<file path="src/rtl/itof_pipe.sv">
// itof_pipe: pipelined integer to IEEE-754 single-precision converter.
//
// Converts a WIDTH-bit signed or unsigned integer into a binary32 value,
// rounding either to nearest-even or toward zero. There is no backpressure,
// so one operation can be issued every cycle. The result appears a fixed
// LATENCY cycles after the cycle in which the operation was accepted.
//
// Parameters:
//   WIDTH    integer operand width, 8..32
//   LATENCY  accepted-to-done distance in cycles, 1..3
//
// Ports:
//   clk          clock, rising edge
//   rstn         asynchronous active-low reset; discards operations in flight
//   order        operation request, operands valid while high
//   accepted     operation taken this cycle (equal to order)
//   done         rd valid this cycle, one pulse per operation
//   rs1          integer operand
//   is_unsigned  1 = rs1 unsigned, 0 = two's complement
//   rm           0 = round-to-nearest-even, 1 = round-toward-zero
//   rd           binary32 result, held while done is low
//   nx           inexact flag, valid with done (only with ITOF_PIPE_INEXACT_EN)
//
// Optional feature: define ITOF_PIPE_INEXACT_EN to add the nx output.
//
// Pipeline: S1 holds sign/magnitude/rm, S2 holds leading-zero count and the
// normalised magnitude, S3 holds the rounded, packed result. A LATENCY of 2
// turns S1 into wires and a LATENCY of 1 also turns S2 into wires.
module itof_pipe #(
    parameter int WIDTH   = 32,
    parameter int LATENCY = 3
) (
    input  logic             clk,
    input  logic             rstn,
    input  logic             order,
    output logic             accepted,
    output logic             done,
    input  logic [WIDTH-1:0] rs1,
    input  logic             is_unsigned,
    input  logic             rm,
    output logic [31:0]      rd
`ifdef ITOF_PIPE_INEXACT_EN
    ,
    output logic             nx
`endif
);

    // Left shift that moves bit WIDTH-1 of the normalised magnitude to bit 31.
    localparam int          ALIGN   = 32 - WIDTH;
    // Biased exponent of a value whose leading one sits at bit WIDTH-1.
    localparam logic [7:0]  EXP_TOP = 8'(126 + WIDTH);

    // Number of zeros above the leading one; WIDTH for a zero operand.
    function automatic logic [5:0] count_lz(input logic [WIDTH-1:0] v);
        logic [5:0] n;
        logic       hit;
        n   = 6'd0;
        hit = 1'b0;
        for (int i = WIDTH - 1; i >= 0; i--) begin
            if (v[i]) begin
                hit = 1'b1;
            end else if (!hit) begin
                n = n + 6'd1;
            end else begin
                n = n;
            end
        end
        return n;
    endfunction

    logic             sign_s;
    logic [WIDTH-1:0] mag_s;

    logic             s1_valid;
    logic             s1_sign;
    logic [WIDTH-1:0] s1_mag;
    logic             s1_rm;

    logic [5:0]       lzc_s;
    logic [WIDTH-1:0] shifted_s;
    logic [31:0]      norm_s;

    logic             s2_valid;
    logic             s2_sign;
    logic             s2_rm;
    logic [5:0]       s2_lzc;
    logic [31:0]      s2_norm;

    logic [7:0]       exp_base_s;
    logic [22:0]      mant_s;
    logic             guard_s;
    logic             sticky_s;
    logic             round_up_s;
    logic [23:0]      mant_sum_s;
    logic [22:0]      mant_fin_s;
    logic [7:0]       exp_fin_s;
    logic [31:0]      rd_s;

    logic             done_r;
    logic [31:0]      rd_r;

    assign accepted = order;

    // Sign and magnitude of the incoming operand. Negating the most-negative
    // value wraps back to 2^(WIDTH-1), which is the right unsigned magnitude.
    always_comb begin
        sign_s = rs1[WIDTH-1] & ~is_unsigned;
        if (sign_s) begin
            mag_s = ~rs1 + WIDTH'(1);
        end else begin
            mag_s = rs1;
        end
    end

    generate
        if (LATENCY >= 3) begin : g_s1_reg
            // S1 register: sign, magnitude and rounding mode
            always_ff @(posedge clk or negedge rstn) begin
                if (!rstn) begin
                    s1_valid <= 1'b0;
                    s1_sign  <= 1'b0;
                    s1_mag   <= '0;
                    s1_rm    <= 1'b0;
                end else begin
                    s1_valid <= order;
                    if (order) begin
                        s1_sign <= sign_s;
                        s1_mag  <= mag_s;
                        s1_rm   <= rm;
                    end
                end
            end
        end else begin : g_s1_wire
            assign s1_valid = order;
            assign s1_sign  = sign_s;
            assign s1_mag   = mag_s;
            assign s1_rm    = rm;
        end
    endgenerate

    // Normalise: shift the leading one up to bit 31 of a 32-bit field so the
    // mantissa, guard and sticky positions are fixed for every WIDTH. Narrow
    // operands are zero-filled below their last bit.
    always_comb begin
        lzc_s     = count_lz(s1_mag);
        shifted_s = s1_mag << lzc_s;
        norm_s    = 32'(shifted_s) << ALIGN;
    end

    generate
        if (LATENCY >= 2) begin : g_s2_reg
            // S2 register: leading-zero count and normalised magnitude
            always_ff @(posedge clk or negedge rstn) begin
                if (!rstn) begin
                    s2_valid <= 1'b0;
                    s2_sign  <= 1'b0;
                    s2_rm    <= 1'b0;
                    s2_lzc   <= 6'd0;
                    s2_norm  <= 32'h0000_0000;
                end else begin
                    s2_valid <= s1_valid;
                    if (s1_valid) begin
                        s2_sign <= s1_sign;
                        s2_rm   <= s1_rm;
                        s2_lzc  <= lzc_s;
                        s2_norm <= norm_s;
                    end
                end
            end
        end else begin : g_s2_wire
            assign s2_valid = s1_valid;
            assign s2_sign  = s1_sign;
            assign s2_rm    = s1_rm;
            assign s2_lzc   = lzc_s;
            assign s2_norm  = norm_s;
        end
    endgenerate

    // Round and pack. Bit 31 of the normalised field is clear only for a zero
    // operand, which therefore doubles as the zero detect (always +0).
    always_comb begin
        exp_base_s = EXP_TOP - {2'b00, s2_lzc};
        mant_s     = s2_norm[30:8];
        guard_s    = s2_norm[7];
        sticky_s   = |s2_norm[6:0];
        round_up_s = ~s2_rm & guard_s & (sticky_s | mant_s[0]);
        mant_sum_s = {1'b0, mant_s} + {23'd0, round_up_s};
        if (mant_sum_s[23]) begin
            mant_fin_s = 23'd0;
            exp_fin_s  = exp_base_s + 8'd1;
        end else begin
            mant_fin_s = mant_sum_s[22:0];
            exp_fin_s  = exp_base_s;
        end
        if (s2_norm[31]) begin
            rd_s = {s2_sign, exp_fin_s, mant_fin_s};
        end else begin
            rd_s = 32'h0000_0000;
        end
    end

    // S3 register: done pulse and result, result held between operations
    always_ff @(posedge clk or negedge rstn) begin
        if (!rstn) begin
            done_r <= 1'b0;
            rd_r   <= 32'h0000_0000;
        end else begin
            done_r <= s2_valid;
            if (s2_valid) begin
                rd_r <= rd_s;
            end
        end
    end

    assign done = done_r;
    assign rd   = rd_r;

`ifdef ITOF_PIPE_INEXACT_EN
    logic nx_s;
    logic nx_r;

    assign nx_s = guard_s | sticky_s;

    // S3 inexact flag, captured alongside rd
    always_ff @(posedge clk or negedge rstn) begin
        if (!rstn) begin
            nx_r <= 1'b0;
        end else begin
            if (s2_valid) begin
                nx_r <= nx_s;
            end
        end
    end

    assign nx = nx_r;
`endif

endmodule

</file>
<file path="config.mk">
export PLATFORM = sky130hd
export DESIGN_NAME = itof_pipe
export DESIGN_NICKNAME = d
export VERILOG_FILES = /design/src/rtl/itof_pipe.sv
export SDC_FILE = /design/constraint.sdc
export NUM_CORES = 1
export LEC_CHECK = 0
export ABC_CLOCK_PERIOD_IN_PS = 19500
export BUFFER_PORTS_ARGS = -buffer_cell sky130_fd_sc_hd__buf_2
export CAP_MARGIN = 20
export CORE_MARGIN = 2
export CORE_UTILIZATION = 60
export DETAILED_ROUTE_END_ITERATION = 12
export GPL_TIMING_DRIVEN = 0
export HOLD_SLACK_MARGIN = 0.06
export MAX_ROUTING_LAYER = met4
export PLACE_DENSITY = 0.79
export SLEW_MARGIN = 20
export SYNTH_ARGS = -nofsm -noshare
export SYNTH_HDL_FRONTEND = slang
export SYNTH_SLANG_ARGS = --single-unit
</file>
<file path="constraint.sdc">
create_clock -name clk -period 19.5 [get_ports clk]
set_clock_uncertainty 0.15 [all_clocks]
set_input_delay 2.925 -clock clk [delete_from_list [all_inputs] [get_ports clk]]
set_output_delay 2.925 -clock clk [all_outputs]
set_load 0.1 [all_outputs]
</file>
# Word-level counts from Yosys, hierarchy flattened
# Cells that the tools add are included.
[totals]
inputBits = 37
wordCells = 153
regBits = 109
out_inout_bits = 34
[op_classes]
n_shift = 1
n_bitwise = 7
n_addsub = 35
n_reduce_logical = 1
mux = 98
[ops]
columns = ["op", "count"]
rows = [
  ["6-bit two-way mux", 62],
  ["6-bit by 1-bit adder with 6-bit output (second input constant)", 31],
  ["32-bit two-way mux", 2],
  ["32-bit by 1-bit adder with 32-bit output (second input constant)", 1],
  ["1-bit two-way mux", 32],
  ["32-bit inverter", 1],
  ["32-bit by 6-bit left shift with 32-bit output", 1],
  ["23-bit by 1-bit adder with 24-bit output", 1],
  ["23-bit two-way mux", 1],
  ["8-bit by 1-bit adder with 8-bit output (second input constant)", 1],
  ["8-bit two-way mux", 1],
  ["8-bit by 6-bit subtractor with 8-bit output (first input constant)", 1],
  ["7-bit OR reduction", 1],
  ["1-bit AND", 3],
  ["1-bit inverter", 2],
  ["1-bit OR", 1],
]

# Longest topological paths before layout
# Gate-level depths: netlist of run 1.
[depth]
ltp_word = 95
mapped_depth = 90
ltp_nobuf = 89

# Least setup slack after synthesis of run 1
# Ideal clock, no wire load.
[synth_timing]
kind = "register to register"
start = "register s1_mag[28]"
end = "register s2_norm[25]"
setup_time_ns = 0.092
arrival_time_ns = 15.198
t_required_ns = 19.258
path_stages_with_launch = 86
period_less_slack_ns = 15.440
path_buffers = 2
path_slack_ns = 4.060
path_cell_list = "dfrtp_1 clkbuf_1 a21oi_1 nor2_1 ha_1 nand2b_1 a211oi_1 xnor2_1 ha_1 nor2b_1 nor2_1 o21ai_0 o21ai_0 ha_1 mux2_1 a222oi_1 or2_2 a41oi_1 [... 50 more ...] inv_1 ha_1 nor2_1 a21oi_1 ha_1 nand2b_1 nand2_1 mux2i_1 o21bai_1 ha_1 mux2i_1 clkbuf_1 mux2i_1 nand2_1 and3_1 a211oi_1 a21oi_1 o31ai_2"
[synth_between]
elab_chain_cells = 86
word_cells_on_any_way = 114
cone_classes = "28 x add/sub; 1 x shift; 85 x mux"
[synth_rtl]
columns = ["item", "line_no", "rtl"]
rows = [
  ["start: declaration", "76", "logic [WIDTH-1:0] s1_mag;"],
  ["start signal: assignment", "128", "s1_mag <= mag_s;"],
  ["6-bit two-way mux", "60", "if (v[i]) begin"],
  ["6-bit by 1-bit adder with 6-bit output", "63", "n = n + 6'd1;"],
  ["6-bit two-way mux", "62", "end else if (!hit) begin"],
  ["6-bit two-way mux", "60", ""],
  ["6-bit by 1-bit adder with 6-bit output", "63", ""],
  ["6-bit two-way mux", "62", ""],
  ["6-bit two-way mux", "60", ""],
  ["6-bit by 1-bit adder with 6-bit output", "63", ""],
  ["[... 70 more ...]", "n/a", ""],
  ["6-bit two-way mux", "60", ""],
  ["6-bit by 1-bit adder with 6-bit output", "63", ""],
  ["6-bit two-way mux", "62", ""],
  ["6-bit two-way mux", "60", ""],
  ["6-bit by 1-bit adder with 6-bit output", "63", ""],
  ["6-bit two-way mux", "62", ""],
  ["6-bit two-way mux", "60", ""],
  ["32-bit by 6-bit left shift with 32-bit output (*)", "146", "shifted_s = s1_mag << lzc_s;"],
  ["end signal: assignment", "166", "s2_norm <= norm_s;"],
  ["end: declaration", "87", "logic [31:0] s2_norm;"],
]
# Every way passes the cells marked *; elsewhere a longest branch is shown, timed or not.
# A chain may end at the register's enable or synchronous reset.

# Worst setup path in the final report of run 1
[layout_timing]
start = "register s1_mag[28]"
end = "register s2_norm[28]"
# Same word-level chain as after synthesis.

==> qor.yml, run 1 <==
synthesis:
  ys.flop_type: "dfrtp_1"
  synth_top_family_by_area: "simple AND/OR/NAND/NOR gates"
  synth_edf_count: 0
  ys_seq_elements: 109
  avgSynthCellArea_um2: 8.019
  synth_fa_ha_area_frac: 0.03588
  synth_simple_gate_area_frac: 0.2406
  synth-xor-area-share: 0.1266
  syn_inst: 1383
  synth.area.mux_share: 0.08924
  seq_area_frac_synth: 0.2459
  synthArstFlopShare: 1.000
  synth.distinct_cells: 91
  synth_nets: 1451
  netlist_area_um2: 11090
  synth_warnings: 0
  synth_compound_area_frac: 0.2000
worst_setup_path:
  worstReg2RegStart: "s1_mag[28]$_DFFE_PN0P_"
  worst-r2r-cell-count: 88
  r2r-end: "s2_norm[28]$_DFFE_PN0P_"
  crit_type: "reg -> reg"
  worst-path-stages: 88
  slowest_stage: "a211oi_4"
  endpoint_kind: "flop"
  path_max_fanout: 10
  worstPathRequired_ns: 19.63
  r2r_setup_slack_ns: 1.30
  max_stage_delay_ns: 0.45
  cp.arrival_ns: 18.33
  cpMostUsedCell: "ha_1"
  crit_start: "s1_mag[28]$_DFFE_PN0P_"
  critPathTopFamily: "compound AO/OA/AOI/OAI gates"
  crit_path_start_kind: "flop"
  critPathBufInv: 3
placement:
  post-dp-hpwl_mm: 23.03
  place_area_um2: 11760
  place_congestion: 0.9906
  dpl_worst_slack_ns: 0.5377
  place.port_buffers: 70
cells_and_area:
  mostFrequentLayoutCells: "134 x nor2_1, 134 x nand2_1, 110 x a21oi_1"
  multiInputGateArea_um2: 7705
  antennaDiodeCount: 0
  fin_area_um2: 12080
  regArea_um2: 2728
  drive_gt1_frac: 0.1434
  fill_cells: 1576
  area_growth_syn_to_layout_pct: 8.946
  nNetsFinal: 1534
detailed_routing:
  ant_nets: 0
  dr.pass1.iters: 5
  wl_per_cell_um: 17.24
  route.final.wire_length_mm: 29.31
  detailroute.via_count: 10520
  drc: 0
  drt_first_iter_violations: 869
  routed_via_density: 6.189
timing:
  tightest_slew_ns: 0.8331
  grt_setup_unrepaired: "false"
  max_slew_margin: 0.4446
  setup_slack_ns: 1.299
  min_period_ns: 18.20
  setup_viol_count_final: 0
  fin_tns_setup_ns: 0
  max_freq_mhz: 54.94
  hold_viol: 0
  drv_slew: 0
  post-route-period-util: 0.9334
  hold_slack_ns: 0.2405
floorplanning:
  initial_core_util: 0.6153
  rows: 49
  die-area_um2: 19590
  pin_count: 71
  core_area_um2: 18020
  die_h_um: 140.0
  die_w_um: 140.0
cts:
  clk_latency_ns: 0.37
  clk_pin_slew_worst_paths_ns: 0.08
  cts_inserted_buffers: 9
  cts_root_buf: "clkbuf_16"
  holdBufCountCts: 0
  clock_path_buffers: 2
  cts_tree: "yes"
  cts_htree_levels: 3
  clock_sinks: 109
global_routing:
  grt_usage: 0.3091
  grt_first_pass_wirelength_mm: 48.94
  antenna_found_initial: 0
  overflow: 0
  grt_max_degree: 82
  grt_pass1_vias: 10060
min_path:
  hp-start: "s1_valid$_DFF_PN0_"
  whs_endpoint: "s2_valid$_DFF_PN0_"
  hold_class: "reg -> reg"
  min_path_cells: 0
power_and_ir_drop:
  ir_drop_v: 0.00008014
  power.density_nw_per_um2: 80.87
  p_leak_nw: 5.104
  finalPower_mw: 0.9771
flow_run:
  cap_viol_max_count: 0
status:
  status: "finished clean"
timing repair:
action                     CTS  global route
setup endpoints to repair    0            37
setup buffers                0             1
gates resized for setup      0            11
stage by stage:
stage          utilization  std cells
6_report            0.6703       1700
3_5_place_dp        0.6525       1683
3_3_place_gp        0.6506       1682
5_1_grt             0.6703       1700
4_1_cts             0.6683       1699
2_1_floorplan            -       1383
worst register-to-register path: cells and delay by family, from the launching register on:
| kind | cells | cell delay (ns) |
|---|---|---|
| buf+inv | 3 | 0.68 |
| mux | 10 | 2.08 |
| flops | 1 | 0.36 |
| xor+xnor | 4 | 1.11 |
| simple gates | 29 | 3.84 |
| compound gates | 26 | 5.18 |
| fa+ha+maj | 16 | 4.69 |
Yosys cell counts (20+ instances only):
library cell / instances / area share
o22ai_1: 39 / 0.022
and3_1: 24 / 0.014
o21ai_0: 49 / 0.022
xnor2_1: 75 / 0.059
mux2_2: 20 / 0.020
inv_1: 69 / 0.023
nand2_1: 134 / 0.045
nor2_1: 135 / 0.046
nor3_1: 32 / 0.014
clkbuf_1: 64 / 0.022
ha_1: 31 / 0.035
dfrtp_1: 109 / 0.25
nor2b_1: 23 / 0.013
xor2_1: 37 / 0.029
nor4_1: 25 / 0.014
nand2b_1: 20 / 0.011
mux2i_1: 73 / 0.066
a21oi_1: 110 / 0.050
nand3_1: 44 / 0.020
worst max-delay path by stage:
stage | endpoint | slack [ns]
6_report | s2_norm[28]$_DFFE_PN0P_ | 1.30
5_1_grt | s2_norm[28]$_DFFE_PN0P_ | 0.03
4_1_cts | s2_norm[28]$_DFFE_PN0P_ | 0.44
3_5_place_dp | s2_norm[28]$_DFFE_PN0P_ | 0.54
3_3_place_gp | s2_norm[12]$_DFFE_PN0P_ | 0.84
2_1_floorplan | s2_norm[25]$_DFFE_PN0P_ | 4.06
cell families (layout without fill, tap and decap cells):
kind of cell | Yosys count | count (layout)
compound gates | 324 | 324
mux | 95 | 95
buf+inv | 161 | 249
xor+xnor | 134 | 134
flops | 109 | 109
simple gates | 528 | 528
fa+ha+maj | 32 | 32
power by group:
| part | switching [mW] | total, mW | leakage (nW) | internal (mW) |
|---|---|---|---|---|
| registers | 0.0331 | 0.299 | 1.32 | 0.266 |
| clock network | 0.0946 | 0.184 | 0.133 | 0.0892 |
| logic | 0.333 | 0.494 | 3.65 | 0.162 |
| total | 0.460 | 0.977 | 5.10 | 0.517 |
cell type report:
cell class | instances | share of cell area
Sequential cell | 109 | 0.2257
Inverter | 73 | 0.02268
Multi-Input combinational cell | 1113 | 0.6377
Clock inverter | 6 | 0.004556
Tap cell | 229 | 0.02371
Clock buffer | 10 | 0.01895
Timing Repair Buffer | 72 | 0.03241
Buffer | 88 | 0.03428
sequential cells by signal, summed over array words and instances, names as in the netlist:
| signal | flops |
|---|---|
| s1_mag | 32 |
| s2_norm | 32 |
| s1_sign | 1 |
| s2_sign | 1 |
| rd | 32 |
| s2_valid | 1 |
| s2_rm | 1 |
| s1_rm | 1 |
| s1_valid | 1 |
| s2_lzc | 6 |
| done | 1 |
metal layers:
metal,vias to the layer above,wire length [um],GRT usage
li1,5136,-,-
met5,-,0,-
met3,56,1504,0.03248
met4,0,736,0.09421
met2,359,14150,0.5273
met1,4970,12910,0.3894
Note: power is estimated with default switching activity, not from simulation.
==> run 2: changes to the inputs <==
--- a/config.mk
+++ b/config.mk
@@ -11,7 +11,6 @@
 export CORE_MARGIN = 2
 export CORE_UTILIZATION = 60
 export DETAILED_ROUTE_END_ITERATION = 12
-export GPL_TIMING_DRIVEN = 0
 export HOLD_SLACK_MARGIN = 0.06
 export MAX_ROUTING_LAYER = met4
 export PLACE_DENSITY = 0.79
==> run 2 against run 1 <==
Critical path depth shrank 8; global-route usage down 2.4 points; setup slack better by 0.012 ns; register-to-register slack about the same; sequential power is 7.0% higher; clock power up 6%; sequential share of layout area rose by 0.55 points; via count is 3.3% lower; combinational power decreased by 7.1%; flip-flop and latch count unchanged; fmax hardly changed; cell count down 4.8%.
==> qor.yml, run 2 (same netlist as run 1, synthesis figures left out) <==
worst_setup_path:
  cp.arrival_ns: 18.31  # -0.02 ns
  cpMostUsedCell: "ha_1"
  crit_path_start_kind: "flop"
  max_stage_delay_ns: 0.72  # +0.27 ns
  crit_type: "reg -> reg"
  slowest_stage: "or4_4"
  crit_start: "s1_mag[30]$_DFFE_PN0P_"
  r2r_setup_slack_ns: 1.31  # about the same
  worstPathRequired_ns: 19.62  # about the same
  endpoint_kind: "flop"
  path_max_fanout: 14  # +4
  critPathBufInv: 1  # -2
  critPathTopFamily: "compound AO/OA/AOI/OAI gates"
  worstReg2RegStart: "s1_mag[30]$_DFFE_PN0P_"
cts:
  clk_pin_slew_worst_paths_ns: 0.08  # about the same
  holdBufCountCts: 0  # unchanged
  clk_latency_ns: 0.37  # about the same
  cts_root_buf: "clkbuf_16"
  cts_inserted_buffers: 9  # unchanged
  clock_path_buffers: 2  # unchanged
  cts_htree_levels: 3  # unchanged
  cts_tree: "yes"
  clock_sinks: 109  # unchanged
timing:
  grt_setup_unrepaired: "false"
  min_period_ns: 18.19  # -0.01153 ns
  max_slew_margin: 0.2790  # -0.1656
  fin_tns_setup_ns: 0  # unchanged
  max_freq_mhz: 54.98  # about the same
  post-route-period-util: 0.9328  # about the same
  tightest_slew_ns: 1.082  # +0.2484 ns
  setup_viol_count_final: 0  # unchanged
  drv_slew: 0  # unchanged
  hold_viol: 0  # unchanged
detailed_routing:
  ant_nets: 0  # unchanged
  wl_per_cell_um: 16.95  # -1.7%
  drc: 0  # unchanged
  routed_via_density: 6.283  # +1.5%
  detailroute.via_count: 10170  # -3.3%
  dr.pass1.iters: 7  # +2
  drt_first_iter_violations: 963  # +11%
  route.final.wire_length_mm: 27.45  # -6.4%
global_routing:
  antenna_found_initial: 0  # unchanged
  grt_first_pass_wirelength_mm: 45.40  # -7.2%
  grt_pass1_vias: 9247  # -8.1%
  grt_usage: 0.2852  # -0.02392
  grt_max_degree: 68  # -17%
  overflow: 0  # unchanged
floorplanning:
  die-area_um2: 19590  # unchanged
  die_h_um: 140.0  # unchanged
  die_w_um: 140.0  # unchanged
  core_area_um2: 18020  # unchanged
  initial_core_util: 0.6153  # unchanged
  rows: 49  # unchanged
  pin_count: 71  # unchanged
cells_and_area:
  fin_cells: 1619  # -4.8%
  regArea_um2: 2728  # unchanged
  multiInputGateArea_um2: 7769  # +0.83%
  fin_area_um2: 11790  # -2.4%
  antennaDiodeCount: 0  # unchanged
  fill_cells: 1599  # +1.5%
  drive_gt1_frac: 0.1439  # +0.0004451
  area_growth_syn_to_layout_pct: 6.340
  mostFrequentLayoutCells: "134 x nor2_1, 134 x nand2_1, 110 x a21oi_1"
  final_core_util: 0.6543  # -0.01604
  nNetsFinal: 1454  # -5.2%
power_and_ir_drop:
  p_leak_nw: 4.972  # -2.6%
  power.density_nw_per_um2: 82.61  # +2.2%
  ir_drop_v: 0.00007731  # -3.5%
  finalPower_mw: 0.9743  # -0.29%
min_path:
  hp-start: "s2_norm[6]$_DFFE_PN0P_"
  hold_class: "reg -> reg"
placement:
  dp.cells: 1602  # -4.8%
  post-dp-hpwl_mm: 20.39  # -11%
  place_congestion: 0.9675  # -2.3%
  place.port_buffers: 70  # unchanged
  place_area_um2: 11450  # -2.6%
status:
  status: "finished clean"
flow_run:
  cap_viol_max_count: 0  # unchanged
## run 2: cell count changes in the layout (fill, tap and decap cells not counted), moves of 2 or more
cell | before | now
clkbuf_1 | 62 | 0
buf_2 | 79 | 69
buf_1 | 2 | 0
clkbuf_2 | 3 | 0
buf_4 | 7 | 9
buf_6 | 7 | 0
## run 2: where the power goes
group          total, mW  internal [mW]  switching, mW
combinational      0.459          0.156          0.303
sequential         0.320          0.266         0.0548
clock              0.195          0.101         0.0943
total              0.974          0.522          0.452
## run 2: layout make-up
type	instances	share of cell area
clock buffers	9	0.01910
repair buffers	79	0.03734
flip-flops and latches	109	0.2313
clock inverters	6	0.006047
multi-input cells	1114	0.6587
inverters	73	0.02323
well taps	229	0.02429
## run 2: tightest hold or removal path, cell delays in order (launching register included)
cell and delay, ns:
dfrtp_1 0.35, nand2_1 0.06, o41ai_2 0.04
## run 2: what timing repair did
| item | in CTS | in global routing |
|---|---|---|
| gates resized for setup | 0 | 5 |
| endpoints found under the setup margin | 0 | 33 |
| setup buffers | 0 | 1 |
## run 2: per-layer routing
layer  global-route usage  part of all wire  vias to the layer above
met1               0.3935              0.45                     4752
met2               0.4452              0.46                      415
met4              0.08000             0.020                        0
li1                     -                 -                     4961
met3              0.03556             0.070                       44
met5                    -                 0                        -
## run 2: stage by stage
stage | setup WS, ns | hold WS (ns)
after floorplan | 4.060 | 0.2019
after global placement | 1.812 | 0.3059
after detailed placement | 1.110 | 0.3121
after CTS | 1.052 | 0.3315
after global routing | 0.1053 | 0.3484
final | 1.310 | 0.3339
## run 2: path summary, 6_finish.rpt
check                                           to  cells past startpoint
min in group asynchronous       rd[24]$_DFFE_PN0P_                      1
min reg2reg                 s2_norm[6]$_DFFE_PN0P_                      2
max in group asynchronous        rd[0]$_DFFE_PN0P_                      2
max reg2reg                s2_norm[14]$_DFFE_PN0P_                     80
max                        s2_norm[14]$_DFFE_PN0P_                     80
min                         s2_norm[6]$_DFFE_PN0P_                      2
==> run 3: changes to the inputs <==
--- a/config.mk
+++ b/config.mk
@@ -14,6 +14,7 @@
 export HOLD_SLACK_MARGIN = 0.06
 export MAX_ROUTING_LAYER = met4
 export PLACE_DENSITY = 0.79
+export REMOVE_ABC_BUFFERS = 1
 export SLEW_MARGIN = 20
 export SYNTH_ARGS = -nofsm -noshare
 export SYNTH_HDL_FRONTEND = slang
==> run 3 against run 2 <==
Total power is 1.4% lower; non-clock buffer count is 4 higher; fmax is 2.2% higher; utilization is 0.13 points higher; setup slack better by 0.38 ns; hold slack better by 0.025 ns; critical path depth is 4 higher; sequential power hardly changed; critical endpoint is now s2_norm[30]$_DFFE_PN0P_.
==> qor.yml, run 3 (same netlist as run 1, synthesis figures left out) <==
cts:
  clock_path_buffers: 2  # unchanged
  cts_htree_levels: 3  # unchanged
  clk_pin_slew_worst_paths_ns: 0.08  # about the same
  clk_latency_ns: 0.36  # about the same
  holdBufCountCts: 0  # unchanged
  cts_root_buf: "clkbuf_16"
  cts_tree: "yes"
  clock_sinks: 109  # unchanged
  cts_inserted_buffers: 9  # unchanged
timing:
  max_freq_mhz: 56.16  # +2.2%
  fin_tns_setup_ns: 0  # unchanged
  grt_setup_unrepaired: "false"
  min_period_ns: 17.81  # -0.3841 ns
  max_slew_margin: 0.2829  # +0.003902
  tightest_slew_ns: 1.073  # -0.008546 ns
  post-route-period-util: 0.9131  # -0.01969
  hold_viol: 0  # unchanged
  setup_viol_count_final: 0  # unchanged
  drv_slew: 0  # unchanged
  setup_slack_ns: 1.694  # +0.3841 ns
floorplanning:
  pin_count: 71  # unchanged
  rows: 49  # unchanged
  die_h_um: 140.0  # unchanged
  die_w_um: 140.0  # unchanged
  core_area_um2: 18020  # unchanged
  initial_core_util: 0.6153  # unchanged
  die-area_um2: 19590  # unchanged
worst_setup_path:
  slowest_stage: "dfrtp_1"
  cpMostUsedCell: "ha_1"
  endpoint_kind: "flop"
  path_max_fanout: 13  # -1
  r2r_setup_slack_ns: 1.69  # +0.38 ns
  worst-r2r-cell-count: 84  # +5.0%
  worstReg2RegStart: "s1_mag[28]$_DFFE_PN0P_"
  cp.arrival_ns: 17.91  # -0.40 ns
  crit_path_start_kind: "flop"
  worstPathRequired_ns: 19.60  # -0.02 ns
  max_stage_delay_ns: 0.48  # -0.24 ns
  crit_type: "reg -> reg"
  r2r-end: "s2_norm[30]$_DFFE_PN0P_"
power_and_ir_drop:
  finalPower_mw: 0.9602  # -1.4%
  power.density_nw_per_um2: 81.25  # -1.6%
  ir_drop_v: 0.0001093  # +41%
  p_leak_nw: 4.984  # +0.22%
min_path:
  min_path_cells: 1  # -1
  hold_class: "reg -> reg"
  whs_endpoint: "rd[29]$_DFFE_PN0P_"
  hp-start: "rd[29]$_DFFE_PN0P_"
detailed_routing:
  drt_first_iter_violations: 952  # -1.1%
  routed_via_density: 6.259  # -0.38%
  dr.pass1.iters: 5  # -2
  detailroute.via_count: 10160  # -0.14%
  wl_per_cell_um: 16.90  # -0.32%
  ant_nets: 0  # unchanged
  drc: 0  # unchanged
  route.final.wire_length_mm: 27.43  # about the same
placement:
  dpl_worst_slack_ns: 1.197  # +0.08741 ns
  place.port_buffers: 70  # unchanged
  place_congestion: 0.9657  # -0.19%
  post-dp-hpwl_mm: 20.51  # +0.59%
  dp.cells: 1604  # +0.12%
cells_and_area:
  final_core_util: 0.6556  # +0.001319
  fin_cells: 1623  # +0.25%
  fill_cells: 1559  # -2.5%
  antennaDiodeCount: 0  # unchanged
  drive_gt1_frac: 0.1456  # +0.001739
  nNetsFinal: 1458  # +0.28%
  mostFrequentLayoutCells: "134 x nor2_1, 134 x nand2_1, 110 x a21oi_1"
  area_growth_syn_to_layout_pct: 6.555
global_routing:
  grt_first_pass_wirelength_mm: 45.93  # +1.2%
  grt_usage: 0.2866  # +0.001353
  antenna_found_initial: 0  # unchanged
  grt_max_degree: 67  # -1.5%
  overflow: 0  # unchanged
  grt_pass1_vias: 9215  # -0.35%
status:
  status: "finished clean"
flow_run:
  cap_viol_max_count: 0  # unchanged
-- run 3: area by class of cell --
type,count,area [um2],share of cell area
clock inverters,6,58.81,0.004976
multi-input cells,1114,7775,0.6579
well taps,229,286.5,0.02425
repair buffers,83,470.5,0.03981
clock buffers,9,225.2,0.01906
inverters,73,274.0,0.02319
flip-flops and latches,109,2728,0.2308
-- run 3: how the worst max path moves through the flow --
stage                                    to  cells past startpoint  slack (ns)                    from
CTS                 s2_norm[23]$_DFFE_PN0P_                     83        1.10  s1_mag[30]$_DFFE_PN0P_
detailed placement  s2_norm[31]$_DFFE_PN0P_                     84        1.20  s1_mag[30]$_DFFE_PN0P_
floorplan           s2_norm[31]$_DFFE_PN0P_                     81        2.65  s1_mag[30]$_DFFE_PN0P_
global placement    s2_norm[31]$_DFFE_PN0P_                     82        1.88  s1_mag[30]$_DFFE_PN0P_
finish              s2_norm[30]$_DFFE_PN0P_                     84        1.69  s1_mag[28]$_DFFE_PN0P_
global route        s2_norm[30]$_DFFE_PN0P_                     86        0.03  s1_mag[28]$_DFFE_PN0P_
-- run 3: through the flow --
stage	hold WS [ns]	area [um2]
after detailed placement	0.3176	11470
after floorplan	0.2891	10680
after CTS	0.3642	11750
after global placement	0.3078	11440
after global routing	0.3819	11820
final	0.3591	11820
-- run 3: report_power, final --
group          switching, mW  total, mW  leakage (nW)  internal, mW
clock network         0.0906      0.179         0.135        0.0885
logic                  0.302      0.460          3.53         0.158
registers             0.0556      0.321          1.32         0.266
-- run 3: timing repair --
action / in CTS / in global routing
endpoints found under the setup margin: 0 / 33
buffers inserted: 0 / 3
resized for setup: 0 / 6
-- run 3: critical path: cells and delay by family, from the launching register on --
family,cells,cell delay (ns)
AO/OA/AOI/OAI,30,6.05
XOR/XNOR,4,0.91
adder cells (fa/ha/maj),15,4.42
buffers and inverters,2,0.28
flip-flops,1,0.48
multiplexers,9,1.92
AND/OR/NAND/NOR,24,3.47
-- run 3: metal layers --
layer,up-vias,share of wire,GRT usage
met5,-,0,-
li1,4975,-,-
met2,404,0.48,0.4616
met3,32,0.067,0.04068
met4,0,0.013,0.05895
met1,4747,0.44,0.3891
